**src/rtl/bus_arbiter.sv**
```systemverilog
// bus_arbiter
//   Two-requester arbiter (instruction fetch, load/store) sharing a single
//   memory request/response bus. At most one transaction is outstanding.
//   The FSM moves through IDLE (grant), REQ (present the captured request
//   until accepted) and RESP (wait for and forward the single response).
//
// Ports
//   clk, rst                 clock, synchronous active-high reset
//   inst_req_*               instruction read request (valid/addr/ready)
//   inst_resp_*              instruction read response (valid/data)
//   data_req_*               load/store request (valid/write/addr/wdata/strobe/ready)
//   data_resp_*              load data or store acknowledge (valid/rdata)
//   bus_req_*                shared memory request (valid/ready/write/addr/wdata/strobe)
//   bus_resp_*               shared memory response (valid/data)
//   busy                     transaction in flight (state != IDLE)
//   protocol_err             sticky: response seen outside RESP
module bus_arbiter #(
  parameter int unsigned ADDR_WIDTH = 32,
  parameter int unsigned DATA_WIDTH = 32,
  parameter int unsigned STRB_WIDTH = DATA_WIDTH / 8
) (
  input  logic                  clk,
  input  logic                  rst,

  input  logic                  inst_req_valid,
  input  logic [ADDR_WIDTH-1:0] inst_req_addr,
  output logic                  inst_req_ready,
  output logic                  inst_resp_valid,
  output logic [DATA_WIDTH-1:0] inst_resp_data,

  input  logic                  data_req_valid,
  input  logic                  data_req_write,
  input  logic [ADDR_WIDTH-1:0] data_req_addr,
  input  logic [DATA_WIDTH-1:0] data_req_wdata,
  input  logic [STRB_WIDTH-1:0] data_req_strobe,
  output logic                  data_req_ready,
  output logic                  data_resp_valid,
  output logic [DATA_WIDTH-1:0] data_resp_rdata,

  output logic                  bus_req_valid,
  input  logic                  bus_req_ready,
  output logic                  bus_req_write,
  output logic [ADDR_WIDTH-1:0] bus_req_addr,
  output logic [DATA_WIDTH-1:0] bus_req_wdata,
  output logic [STRB_WIDTH-1:0] bus_req_strobe,
  input  logic                  bus_resp_valid,
  input  logic [DATA_WIDTH-1:0] bus_resp_data,

  output logic                  busy,
  output logic                  protocol_err
);

  typedef enum logic [1:0] {
    S_IDLE,
    S_REQ,
    S_RESP
  } state_e;

  typedef enum logic {
    OWN_INST,
    OWN_DATA
  } owner_e;

  state_e                  state_q, state_d;
  owner_e                  owner_q, owner_d;
  owner_e                  last_grant_q, last_grant_d;
  logic                    write_q, write_d;
  logic [ADDR_WIDTH-1:0]   addr_q, addr_d;
  logic [DATA_WIDTH-1:0]   wdata_q, wdata_d;
  logic [STRB_WIDTH-1:0]   strobe_q, strobe_d;
  logic                    perr_q, perr_d;

  // Round-robin: under contention the requester not granted last wins.
  logic grant_inst, grant_data;
  assign grant_inst = inst_req_valid && (!data_req_valid || (last_grant_q == OWN_DATA));
  assign grant_data = data_req_valid && (!inst_req_valid || (last_grant_q == OWN_INST));

  always_ff @(posedge clk) begin
    if (rst) begin
      state_q      <= S_IDLE;
      owner_q      <= OWN_INST;
      last_grant_q <= OWN_DATA;
      write_q      <= 1'b0;
      addr_q       <= '0;
      wdata_q      <= '0;
      strobe_q     <= '0;
      perr_q       <= 1'b0;
    end else begin
      state_q      <= state_d;
      owner_q      <= owner_d;
      last_grant_q <= last_grant_d;
      write_q      <= write_d;
      addr_q       <= addr_d;
      wdata_q      <= wdata_d;
      strobe_q     <= strobe_d;
      perr_q       <= perr_d;
    end
  end

  always_comb begin
    state_d         = state_q;
    owner_d         = owner_q;
    last_grant_d    = last_grant_q;
    write_d         = write_q;
    addr_d          = addr_q;
    wdata_d         = wdata_q;
    strobe_d        = strobe_q;
    perr_d          = perr_q;

    inst_req_ready  = 1'b0;
    data_req_ready  = 1'b0;
    inst_resp_valid = 1'b0;
    inst_resp_data  = '0;
    data_resp_valid = 1'b0;
    data_resp_rdata = '0;
    bus_req_valid   = 1'b0;
    bus_req_write   = 1'b0;
    bus_req_addr    = '0;
    bus_req_wdata   = '0;
    bus_req_strobe  = '0;
    busy            = (state_q != S_IDLE);
    protocol_err    = perr_q;

    // A response is only legitimate while waiting in RESP.
    if (bus_resp_valid && (state_q != S_RESP)) begin
      perr_d = 1'b1;
    end

    unique case (state_q)
      S_IDLE: begin
        if (grant_inst) begin
          inst_req_ready = 1'b1;
          addr_d         = inst_req_addr;
          write_d        = 1'b0;
          wdata_d        = '0;
          strobe_d       = '0;
          owner_d        = OWN_INST;
          last_grant_d   = OWN_INST;
          state_d        = S_REQ;
        end else if (grant_data) begin
          data_req_ready = 1'b1;
          addr_d         = data_req_addr;
          write_d        = data_req_write;
          wdata_d        = data_req_wdata;
          strobe_d       = data_req_strobe;
          owner_d        = OWN_DATA;
          last_grant_d   = OWN_DATA;
          state_d        = S_REQ;
        end
      end

      S_REQ: begin
        bus_req_valid  = 1'b1;
        bus_req_write  = write_q;
        bus_req_addr   = addr_q;
        bus_req_wdata  = wdata_q;
        bus_req_strobe = strobe_q;
        if (bus_req_ready) begin
          state_d = S_RESP;
        end
      end

      S_RESP: begin
        if (bus_resp_valid) begin
          if (owner_q == OWN_INST) begin
            inst_resp_valid = 1'b1;
            inst_resp_data  = bus_resp_data;
          end else begin
            data_resp_valid = 1'b1;
            data_resp_rdata = bus_resp_data;
          end
          state_d = S_IDLE;
        end
      end

      default: state_d = S_IDLE;
    endcase

    // Outputs are forced quiet for the whole reset cycle, regardless of the
    // (possibly stale) registered state.
    if (rst) begin
      inst_req_ready  = 1'b0;
      data_req_ready  = 1'b0;
      inst_resp_valid = 1'b0;
      inst_resp_data  = '0;
      data_resp_valid = 1'b0;
      data_resp_rdata = '0;
      bus_req_valid   = 1'b0;
      bus_req_write   = 1'b0;
      bus_req_addr    = '0;
      bus_req_wdata   = '0;
      bus_req_strobe  = '0;
      busy            = 1'b0;
      protocol_err    = 1'b0;
    end
  end

endmodule

```
**config.mk**
```make
export PLATFORM = sky130hd
export DESIGN_NAME = bus_arbiter
export DESIGN_NICKNAME = d
export VERILOG_FILES = /design/src/rtl/bus_arbiter.sv
export SDC_FILE = /design/constraint.sdc
export NUM_CORES = 1
export LEC_CHECK = 0
export ABC_AREA = 0
export BUFFER_PORTS_ARGS = -buffer_cell sky130_fd_sc_hd__buf_2
export CELL_PAD_IN_SITES_DETAIL_PLACEMENT = 0
export CELL_PAD_IN_SITES_GLOBAL_PLACEMENT = 2
export CORE_UTILIZATION = 20
export CTS_CLUSTER_SIZE = 30
export DETAILED_ROUTE_END_ITERATION = 10
export HOLD_SLACK_MARGIN = 0.12
export PLACE_DENSITY_LB_ADDON = 0.1
export SLEW_MARGIN = 20
export SYNTH_ARGS = -nofsm -noshare
export SYNTH_HDL_FRONTEND = slang
export SYNTH_SLANG_ARGS = --single-unit
```
**constraint.sdc**
```tcl
create_clock -name clk -period 1.4 [get_ports clk]
set_input_delay 0.07 -clock clk [delete_from_list [all_inputs] [get_ports clk]]
set_output_delay 0.07 -clock clk [all_outputs]
set_load 0.03 [all_outputs]
```
# Yosys cells after proc, flatten, opt, wreduce, memory -nomap -nowiden
# Index checks and enable logic that the tools add are counted.
# W data, S select, Z words.
# classes
n_addsub	0
n_mul	0
div	0
order_cmp	0
n_eq_ne	6
shift	0
muxes	50
n_bitwise	1
n_reduce_logical	12
# ops
cell	count
$mux W32	16
$mux W1	25
$mux W4	4
$mux W2	4
$ne A2 B2 Y1 const B	3
$pmux W2 S3	1
$reduce_bool A2 Y1	2
$logic_and A1 B1 Y1	3
$ne A3 B3 Y1 const B	1
$reduce_and A3 Y1	1
$eq A2 B1 Y1 const B	1
$eq A2 B2 Y1 const B	1
$logic_not A1 Y1	2
$logic_not A2 Y1	1
$logic_or A1 B1 Y1	2
$reduce_and A2 Y1	1
$not A1 Y1	1
# totals
register_bits	74
latchBits	0
ram_bits	0
romBits	0
in_bits	139
out_inout_bits	140
memories	0

# Longest topological paths before layout
# depth
depth_word	7
ltp_mapped	7
ltp_nobuf	3

# Worst setup path before layout
# Ideal clock, no wire load.
# synth_path
kind	register to output
startpoint	reg state_q[1]
endpoint	out inst_req_ready
t_arrival_ps	1982
required_ps	1330
slack_ps	-652
path_stages_with_launch	5
path_buffers	2
cell_sequence	dfxtp_1 -> nor2_1 -> buf_2 -> clkbuf_1 -> nor4b_1
# synth_via
elab_chain_len	3
# synth_rtl
element	line	source
start, declared	64	state_e state_q, state_d;
start signal, assigned	89	state_q <= state_d;
$logic_not A2 Y1	129	unique case (state_q)
$mux W1	129	
$mux W1	181	if (rst) begin
end, declared	27	output logic inst_req_ready,
# Every way passes these cells.

# Final worst setup path
# layout_path
startpoint	reg state_q[0]
endpoint	out data_req_ready
# layout_via
elab_chain_len	3
# layout_rtl
element	line	source
$logic_not A2 Y1	129	
$mux W1	129	
$mux W1	181	
end, declared	36	output logic data_req_ready,
# Every way passes these cells.

==> flow_summary.yaml <==
yosys:
  synth_edf_count: 0
  mappedNetlistArea_sq_mm: 0.004039
  yosys_warnings: 0
  synth_flop_cell: "dfxtp_1"
  yosys.area.top_type: "dfxtp_1"
  ys_seq_area_frac: 0.3668
  async_flop_share: 0
  synthCells: 453
  ys_types: 30
  synth_nets: 592
  synth.area.top_cells: "dfxtp_1 37%, and2_1 21%, a311oi_2 10%, a22o_1 8.0%, a21oi_1 4.2%"
  avgSynthCellArea_sq_um: 8.916
  synth-seq-cells: 74
  yosysTopAreaCellShare: 0.3668
setup_path:
  cp-start-kind: "flip-flop"
  cp_max_fo: 4
  reg2regPathDepth: 7
  r2r-end: "wdata_q[25]$_SDFFE_PP0P_"
  arrival_ps: 1700
  path_cells: "buf_6 > or3b_4 > nor3b_4 > buf_12 > buf_8"
  max_stage_delay_ps: 390
  path_class: "reg2out"
  rrSetupSlack_ps: -280
  r2r-start: "state_q[0]$_SDFFE_PP0P_"
  end_kind: "primary output"
  required_ps: 1330
  cp_slowest_cell: "or3b_4"
cells_and_area:
  multi_input_area_sq_mm: 0.002711
  drive_above_1_share: 0.6091
  nets: 1009
  syn_to_final_growth_pct: 128.5
  n_fill_cell: 1909
  final_cell_mix: "139 x buf_2, 128 x buf_6, 106 x dlygate4sd3_1"
  layout_commonest_cell: "buf_2"
  fin_cells: 1141
  regArea_sq_mm: 0.001488
  final_util: 0.4695
timing:
  finalHoldViolations: 0
  final.period_utilization: 1.266
  period_minus_slack_ps: 1772
  rsz0062_at_grt: "yes"
  slew_violations: 0
  fin_skew_ps: 6.038
  max_slew_margin: 0.7762
  setup_ws_ps: -372.0
  finalSetupViolCount: 209
  tightest_slew_ps: 335.7
  max_freq_mhz: 564.3
global_route:
  grt_pass1_vias: 5126
  grt_start_max_net_pins: 38
  grt_usage: 0.1717
  antenna_found_initial: 1
  grt_overflow: 0
  grt_first_pass_wirelength_um: 27200
cts:
  cts_made_buffers: 9
  clockRootBuffer: "clkbuf_16"
  worstSkewPairLatency_ps: 340
  cts.sinks: 74
  clk_path_buf_depth: 2
  htree_levels: 3
  path_clk_slew_ps: 60
  cts_tree: "built"
power:
  swShare: 0.2758
  power.internal_uw: 5259
  power.leakage_uw: 0.004092
  ir_worst_vdd_mv: 0.6329
  power_density_mw_per_mm2: 786.9
  seqPwrFrac: 0.332
  power_switching_uw: 2002
  combinationalPowerShare: 0.291
  clock_power_share: 0.377
floorplan:
  die_area_sq_mm: 0.02077
  dieHeight_um: 144.1
  die_x_um: 144.1
  num_rows: 51
  floorplan.core_area_sq_mm: 0.01965
  io_pins: 279
  start_util: 0.2055
min_path:
  min_path_cells: 4
  hold_end: "owner_q$_SDFFE_PP0P_"
  min_from: "inst_req_valid"
  hold_path_class: "in2reg"
routing:
  routed_wl_um: 18780
  dr_wl_met3_um: 1104
  drt_pass1_iterations: 6
  drt_iter0_markers: 158
  wl_per_cell_um: 16.46
  vias: 5040
  wl_met2_um: 9806
  postRouteAntennaNets: 0
  dr.max_layer_used: "met4"
  wl_met1_um: 7576
  remaining_drc_errors: 0
  detail_route.vias_per_cell: 4.417
placed_design:
  port_buffers: 278
  dp_cells: 978
  hpwlAfterDp_um: 11660
  place.gp.congestion: 0.6996
status:
  status: "finished with violations"
  violations: "setup timing"
flow_run:
  maxCapViolations: 0
## power by group through the flow
stage | clock network, uW | logic (uW) | registers, uW
floorplan | 0 | 828 | 2400
global placement | 0 | 1340 | 2420
detailed placement | 0 | 1340 | 2430
CTS | 2850 | 2010 | 2390
global route | 2890 | 2270 | 2430
finish | 2740 | 2110 | 2410
## per-stage QoR
step	TNS, ps	cell area (sq um)	total power [uW]	setup slack (ps)	hold WS [ps]
2_1_floorplan	-270.9	4146	3226	-70.04	202.6
3_3_place_gp	-9443	5978	3760	-174.4	287.1
3_5_place_dp	-10500	5978	3769	-180.2	289.6
4_1_cts	-61460	8912	7250	-418.8	161.6
5_1_grt	-68490	9225	7592	-444.0	216.9
6_report	-55430	9228	7261	-372.0	181.4
## Yosys cell counts, drive strengths merged, types with 2 or more instances
cell	number
a22o	37
and2	134
o21ai	32
clkbuf	33
inv	2
nand3	32
nand2b	2
a21oi	35
nor2b	2
a311oi	32
or3b	2
nor3b	3
nand2	2
buf	17
dfxtp	74
nor2	7
nor4b	2
## area by class of cell
type / instances / area share
clock inverter: 6 / 0.01234
antenna: 1 / 0.0002712
sequential: 74 / 0.1612
tap: 265 / 0.03593
multi-input combinational: 327 / 0.2938
clock buffer: 10 / 0.02590
inverter: 2 / 0.0008136
timing repair buffer: 456 / 0.4697
## cell families after synthesis
family                 after synthesis  share of synthesized area
flip-flops                          74                     0.3668
AND/OR/NAND/NOR                    188                     0.2835
AO/OA/AOI/OAI                      139                     0.2838
buffers and inverters               52                    0.06599
## worst max-delay path, delay by kind of cell, from the launching register on
family / cells / cell delay [ps]
flops: 1 / 340
simple gates: 2 / 650
buf+inv: 3 / 380
## layer usage
| metal | track usage | up-vias |
|---|---|---|
| met3 | 0.04073 | 20 |
| li1 | - | 2452 |
| met4 | 0.05543 | 0 |
| met2 | 0.3150 | 184 |
| met1 | 0.1935 | 2384 |
| met5 | 0 | - |
## sequential cells by signal, indices dropped and copies added, names as in the netlist
register      flops
addr_q           32
wdata_q          32
strobe_q          4
state_q           2
last_grant_q      1
owner_q           1
perr_q            1
write_q           1
## repair_timing
action / CTS / global route
pin swaps: 66 / 53
hold buffers: 106 / 0
buffers inserted: 23 / 6
hold endpoints to repair: 73 / 0
endpoints found under the setup margin: 187 / 210
gates cloned: 11 / 6
resized for setup: 346 / 76
## worst max-delay path by stage
stage,depth (start not counted),end,from
global placement,5,bus_req_addr[0],state_q[1]$_SDFFE_PP0P_
global route,7,inst_resp_data[14],state_q[0]$_SDFFE_PP0P_
floorplan,4,inst_req_ready,state_q[1]$_SDFFE_PP0P_
detailed placement,5,bus_req_addr[0],state_q[1]$_SDFFE_PP0P_
finish,5,data_req_ready,state_q[0]$_SDFFE_PP0P_
CTS,5,data_req_ready,state_q[0]$_SDFFE_PP0P_
No activity file was read; power rests on OpenSTA's default activity.
